[config.mk]
export PLATFORM = sky130hd
export DESIGN_NAME = dpwm_deadtime_gen
export DESIGN_NICKNAME = d
export VERILOG_FILES = /design/src/rtl/dpwm_deadtime_gen.sv
export SDC_FILE = /design/constraint.sdc
export NUM_CORES = 1
export LEC_CHECK = 0
export BUFFER_PORTS_ARGS = -buffer_cell sky130_fd_sc_hd__buf_2
export CAP_MARGIN = 20
export CORE_MARGIN = 4
export CORE_UTILIZATION = 53
export DETAILED_ROUTE_END_ITERATION = 8
export MAX_ROUTING_LAYER = met4
export PLACE_DENSITY = 0.77
export RECOVER_POWER = 50
export SLEW_MARGIN = 40
export SYNTH_ARGS = -nofsm -noshare
export SYNTH_HDL_FRONTEND = slang
export SYNTH_SLANG_ARGS = --single-unit
[constraint.sdc]
create_clock -name clk -period 6.4 [get_ports clk]
set_clock_uncertainty 0.15 [all_clocks]
set_input_delay 0.32 -clock clk [delete_from_list [all_inputs] [get_ports clk]]
set_output_delay 0.32 -clock clk [all_outputs]
set_load 0.05 [all_outputs]
[src/rtl/dpwm_deadtime_gen.sv]
// Digital PWM for a synchronous buck stage: complementary high/low-side gate commands
// with independent rise/fall dead times, period-boundary shadow registers and a sticky fault latch.
module dpwm_deadtime_gen #(
    parameter int CNT_W = 6,
    parameter int DT_W  = 4
) (
    input  logic             clk,
    input  logic             rst_n,
    input  logic             en,
    input  logic [CNT_W-1:0] period,
    input  logic [CNT_W-1:0] duty,
    input  logic [DT_W-1:0]  dt_rise,
    input  logic [DT_W-1:0]  dt_fall,
    input  logic             fault,
    input  logic             fault_clr,
    output logic             pwm_hs,
    output logic             pwm_ls,
    output logic [CNT_W-1:0] cnt,
    output logic             period_start,
    output logic             fault_lat
);

    // Two extra bits so P = per_q+1 and d_eff+dtr_q can never wrap.
    localparam int W = CNT_W + 2;

    logic [CNT_W-1:0] per_q;
    logic [CNT_W-1:0] duty_q;
    logic [DT_W-1:0]  dtr_q;
    logic [DT_W-1:0]  dtf_q;

    logic         at_end;
    logic         shadow_ld;
    logic         run;
    logic [W-1:0] cnt_x;
    logic [W-1:0] per_p1;
    logic [W-1:0] dt_sum;
    logic [W-1:0] lim;
    logic [W-1:0] d_eff;
    logic [W-1:0] ls_start;
    logic [W-1:0] cnt_tail;
    logic         hs_nxt;
    logic         ls_nxt;

    always_comb begin
        at_end    = (cnt == per_q);
        shadow_ld = ~en | at_end;
        run       = en & ~fault_lat & ~fault;

        cnt_x    = W'(cnt);
        per_p1   = W'(per_q) + W'(1);
        dt_sum   = W'(dtr_q) + W'(dtf_q);
        lim      = (per_p1 > dt_sum) ? (per_p1 - dt_sum) : '0;
        d_eff    = (W'(duty_q) < lim) ? W'(duty_q) : lim;
        ls_start = d_eff + W'(dtr_q);
        cnt_tail = cnt_x + W'(dtf_q);

        // Windows are disjoint by construction: HS ends at d_eff, LS starts at d_eff+dtr_q.
        hs_nxt = (cnt_x < d_eff);
        ls_nxt = (cnt_x >= ls_start) & (cnt_tail < per_p1);
    end

    always_ff @(posedge clk or negedge rst_n) begin
        if (!rst_n) begin
            cnt    <= '0;
            per_q  <= '1;
            duty_q <= '0;
            dtr_q  <= '0;
            dtf_q  <= '0;
        end else begin
            if (!en || at_end) begin
                cnt <= '0;
            end else begin
                cnt <= cnt + CNT_W'(1);
            end
            if (shadow_ld) begin
                per_q  <= period;
                duty_q <= duty;
                dtr_q  <= dt_rise;
                dtf_q  <= dt_fall;
            end
        end
    end

    // Raw fault gates the outputs on the same edge that sets the latch.
    always_ff @(posedge clk or negedge rst_n) begin
        if (!rst_n) begin
            pwm_hs       <= 1'b0;
            pwm_ls       <= 1'b0;
            period_start <= 1'b0;
            fault_lat    <= 1'b0;
        end else begin
            pwm_hs       <= run & hs_nxt;
            pwm_ls       <= run & ls_nxt;
            period_start <= en & at_end;
            if (fault) begin
                fault_lat <= 1'b1;
            end else if (fault_clr) begin
                fault_lat <= 1'b0;
            end
        end
    end

endmodule

======== After elaboration in Yosys (flattened, before gate mapping) ========
Cells that the tools add are included.
word-level totals
  register bits ........................... 30
  bits of input ports ..................... 25
  output and inout port bits .............. 10
  word-level logic and storage cells ...... 39
cells by class
  $add $sub $neg .......................... 6
  magnitude comparators ................... 5
  eq/ne operators ......................... 1
  mux-type cells .......................... 5
  bitwise gates (word level) .............. 10
  reductions and logical operators ........ 3
operators with widths
  cell                 count
  $lt 6x8->1           2
  $mux 8               2
  $add 8x4->8          1
  $ge 6x8->1           1
  $sub 7x5->8          1
  $add 6x1->7 const B  1
  $add 6x4->7          1
  $gt 7x5->1           1
  $lt 7x7->1           1
  $add 6x1->6 const B  1
  $and 1x1->1          6
  $eq 6x6->1           1
  $mux 6               1
  $add 4x4->5          1
  $not 1->1            3
  $mux 1               2
  $reduce_bool 2->1    1
  $logic_not 1->1      1
  $logic_or 1x1->1     1
  $or 1x1->1           1

======== Logic depth before layout (Yosys ltp) ========
  word-level depth ........................ 9
  depth in mapped cells ................... 32
  depth with buffers taken out ............ 31

======== Worst setup path after synthesis ========
No wires, ideal clock.
  path type ............................... reg2reg
  start ................................... reg dtr_q[0]
  end ..................................... reg pwm_ls
  library setup time ...................... 0.126 ns
  arrival time ............................ 5.710 ns
  data required time ...................... 6.124 ns
  path slack .............................. 0.414 ns
  cell stages (with the launch flop) ...... 29
  buffers on the path ..................... 1
  period minus slack after synthesis ...... 5.986 ns
  cells stage by stage .................... dfrtp_1 > ha_1 > fa_1 > fa_1 > nor2b_1 > o31a_1 > nor2_1 > o211a_1 > nor2_1 > inv_1 > ha_1 > a21o_1 > a21o_1 > a221o_1 > a41o_1 > and2_4 > buf_8 > mux2_1 > ha_1 > a21o_1 > a21oi_1 > nor2_1 > o22a_1 > xor2_1 > ha_1 > o21ai_0 > a21oi_1 > o2111a_1 > o311a_1
on the way
  word-level cells in the longest chain between the ends .. 9
  elaborated cells between the ends (all ways) .. 10
  those cells by class .................... 3 x add/sub; 3 x order compare; 2 x mux; 2 x bitwise
ends and longest elaborated chain
  item                                              line  text
  start, declared                                   28    logic [DT_W-1:0] dtr_q;
  start signal, assigned                            78    dtr_q <= dt_rise;
  $add 4x4->5                                       51    dt_sum = W'(dtr_q) + W'(dtf_q);
  $sub 7x5->8 / $gt 7x5->1 (equally long branches)  52    lim = (per_p1 > dt_sum) ? (per_p1 - dt_sum) : '0;
  $mux 8                                            52
  $lt 6x8->1                                        53    d_eff = (W'(duty_q) < lim) ? W'(duty_q) : lim;
  $mux 8                                            53
  $add 8x4->8 *                                     54    ls_start = d_eff + W'(dtr_q);
  $ge 6x8->1 *                                      59    ls_nxt = (cnt_x >= ls_start) & (cnt_tail < per_p1);
  $and 1x1->1 *                                     59
  $and 1x1->1 *                                     93    pwm_ls <= run & ls_nxt;
  end signal, assigned                              93
  end, declared                                     17    output logic pwm_ls,
Every way passes the cells marked *; elsewhere a longest branch is shown, timed or not.
A chain may end at the register's enable or synchronous reset.

======== Worst setup path after layout ========
Ends and elaborated chain as after synthesis.

==> impl_results.md <==
- Post-synth EDFFs: 0
- Leakage: 1.531 nW
- Final Hold Viols: 0
- Max incr delay on CP: 0.41 ns
- Setup-failing EPs final: 0
- Core outline area: 4786 sq um
- Rel. slew slack: -13.64%
- HPWL Detailed: 4.534 mm
- CP Max Fanout: 5
- Crit end category: flip-flop
- Root buffer cell: clkbuf_8
- Via count: 2127
- Crit path launch type: flip-flop
- Clock Tree Buf Depth: 2
- Pin count of the biggest net entering global routing: 31
- DRT Pass-1 Iters: 4
- DR iter-0 viols: 92
- H-tree levels: 2
- Kind of critical path: flip-flop to flip-flop
- Fin crit period: 6.297 ns
- Global route overflow: 0
- Total track usage: 21.55%
- Clock Latency Late Sink: 0.29 ns
- Failing checks: max-capacitance violations, max-slew violations
- # diodes: 0
- Port buffer count: 34
- Clk slew on worst S/H paths: 0.07 ns
- Post-DR vias/cell: 5.612
- FMAX: 158.8 MHz
- CTS tree: built
- Critical path's slowest cell: dfrtp_1
- Die area: 6172 sq um
- Initial Util: 55.14%
- Mapped cell area: 2639 sq um
- Most numerous cell in the Yosys netlist: ha_1
- Placer congestion estimate: 0.8409
- Vias in the first global route: 2112
- Residual DRC: 0
- I/O pin count: 35
- Cts bufs inserted: 5
- Routed length per instance: 16.58 um
- Worst ir drop on vdd: 0.2655 mV
- Cells after Synth: 264
- Fin util: 65.18%
- CTS Sinks: 30
- Top cells by area, synth: dfrtp_1 (23%), ha_1 (19%), mux2_2 (9.0%)
- Post-route insts no fill: 379
- Fin Hold WS: 0.08028 ns
- Syn-to-layout area delta: 18.21%
- Synth Register Bits: 30
- Setup ws final: 0.1030 ns
- Main flop type after synthesis: dfrtp_1
- Setup TNS Final: 0 ns
- Die height: 78.56 um
- WP data arrival: 6.32 ns
- Worst Max-Slew Pin Slew: 1.705 ns
- Drt total wl: 6.282 mm
- Max cap viols: 1
- Yosys top cell area share: 22.76%
- Top post-synthesis cells by count: ha_1 (41), dfrtp_1 (24), nor2_1 (24)
- Run status: finished, violations left
- Placed Cells: 359
- Total power: 1.237 mW
- First-pass GRT wire length: 10.12 mm
- Crit share post-route: 98.39%
- Post-placement worst setup slack: 0.06465 ns
- Cell variety after synth: 47
- PD cells: 396.6 nW/um^2
- Die W: 78.56 um
- Row count: 25
- Most used cell along the critical path: ha_1
- Nets: 381
- Post-route cell area: 3119 sq um
- Mean post-synth cell area: 9.995 sq um
- Cell Area, Placed: 2850 sq um
- Layout cells sized above 1: 32.05%
- Initial antenna violation count: 0
- Post-synth ARST share: 100.0%
- Post-synth net total: 334
- Yosys top cell by area: dfrtp_1
- Synthesis warning total: 0
- Seq/Total Area, Yosys: 28.73%
- HP Class: primary input to flip-flop
- Pins over their slew limit: 31
- Antenna-violating nets left: 0
- Data required, critical path: 6.42 ns
## cells by family (layout without fill, tap and decap cells)
logic type | after synthesis | count (layout) | share of synthesized area [%]
AOI/OAI and AO/OA | 49 | 49 | 12.99
xor gates and xnor gates | 25 | 25 | 8.298
adders and majority gates | 45 | 45 | 22.48
buffers and inverters | 29 | 77 | 4.979
DFF | 30 | 30 | 28.73
muxes | 24 | 24 | 10.81
and+or+nand+nor | 62 | 62 | 11.71
## layer usage
layer | routed length (um) | track usage, % | vias up
met2 | 3126 | 34.38 | 73
met5 | 0 | - | -
li1 | - | - | 1023
met4 | 146 | 8.741 | 0
met3 | 319 | 3.784 | 13
met1 | 2691 | 27.11 | 1018
## critical path: cells and delay by family (launching register included)
| family | cells | cell delay (ns) |
|---|---|---|
| buffers and inverters | 1 | 0.07 |
| multiplexers | 1 | 0.35 |
| AO/OA/AOI/OAI | 16 | 2.95 |
| adder cells (fa/ha/maj) | 6 | 1.56 |
| AND/OR/NAND/NOR | 4 | 0.56 |
| XOR/XNOR | 1 | 0.14 |
| flip-flops | 1 | 0.41 |
## sequential cells by signal, summed over array words and instances, names as in the netlist, 4 cells and up
register  flops
cnt           6
dtf_q         4
dtr_q         4
duty_q        6
per_q         6
## report_power, final
part	internal, mW	leakage, nW	total (mW)	switching [mW]
clock	0.109	0.0575	0.183	0.0743
combinational	0.392	1.12	0.818	0.427
sequential	0.211	0.358	0.236	0.0247
total	0.711	1.53	1.24	0.526
## layout make-up
class,count,area (sq um)
flip-flops and latches,30,760.7
fillers,370,1667
repair buffers,46,256.5
well taps,67,83.83
multi-input cells,205,1822
clock buffers,8,110.1
inverters,23,86.33
## path summary, 6_finish.rpt
| path | from | endpoint | slack, ns | cells past startpoint |
|---|---|---|---|---|
| worst max-delay path | dtr_q[0] | pwm_ls | 0.10 | 29 |
| worst min-delay path | fault | fault_lat | 0.08 | 2 |
| worst max register to register | dtr_q[0] | pwm_ls | 0.10 | 29 |
| worst min register to register | fault_lat | fault_lat | 0.36 | 1 |
| max in group asynchronous | rst_n | dtr_q[1] | 4.14 | 2 |
| min in group asynchronous | rst_n | dtf_q[1] | 0.86 | 2 |
## layout by cell type, fill, tap and decap left out, types with 3 or more instances in the layout
master,count
a21o_1,8
buf_2,29
o21a_1,6
o31a_1,3
nor2_2,3
dfrtp_1,22
inv_1,21
xnor2_1,12
nor3_1,3
nand2_1,5
clkbuf_8,8
a21oi_1,10
nor2_1,21
dfstp_2,6
fa_2,3
xor2_1,11
ha_1,39
buf_4,11
and3_1,3
clkbuf_1,5
nand2b_1,3
nor2b_1,5
o21ai_0,6
nand3_1,6
mux2_2,21
## repair_timing
action	4_1_cts	5_1_grt
setup endpoints to repair	0	1
gates resized for setup	0	21
endpoints found under the hold margin	24	0
buffers inserted	0	11
hold buffers	1	0
No activity file was read; power rests on OpenSTA's default activity.
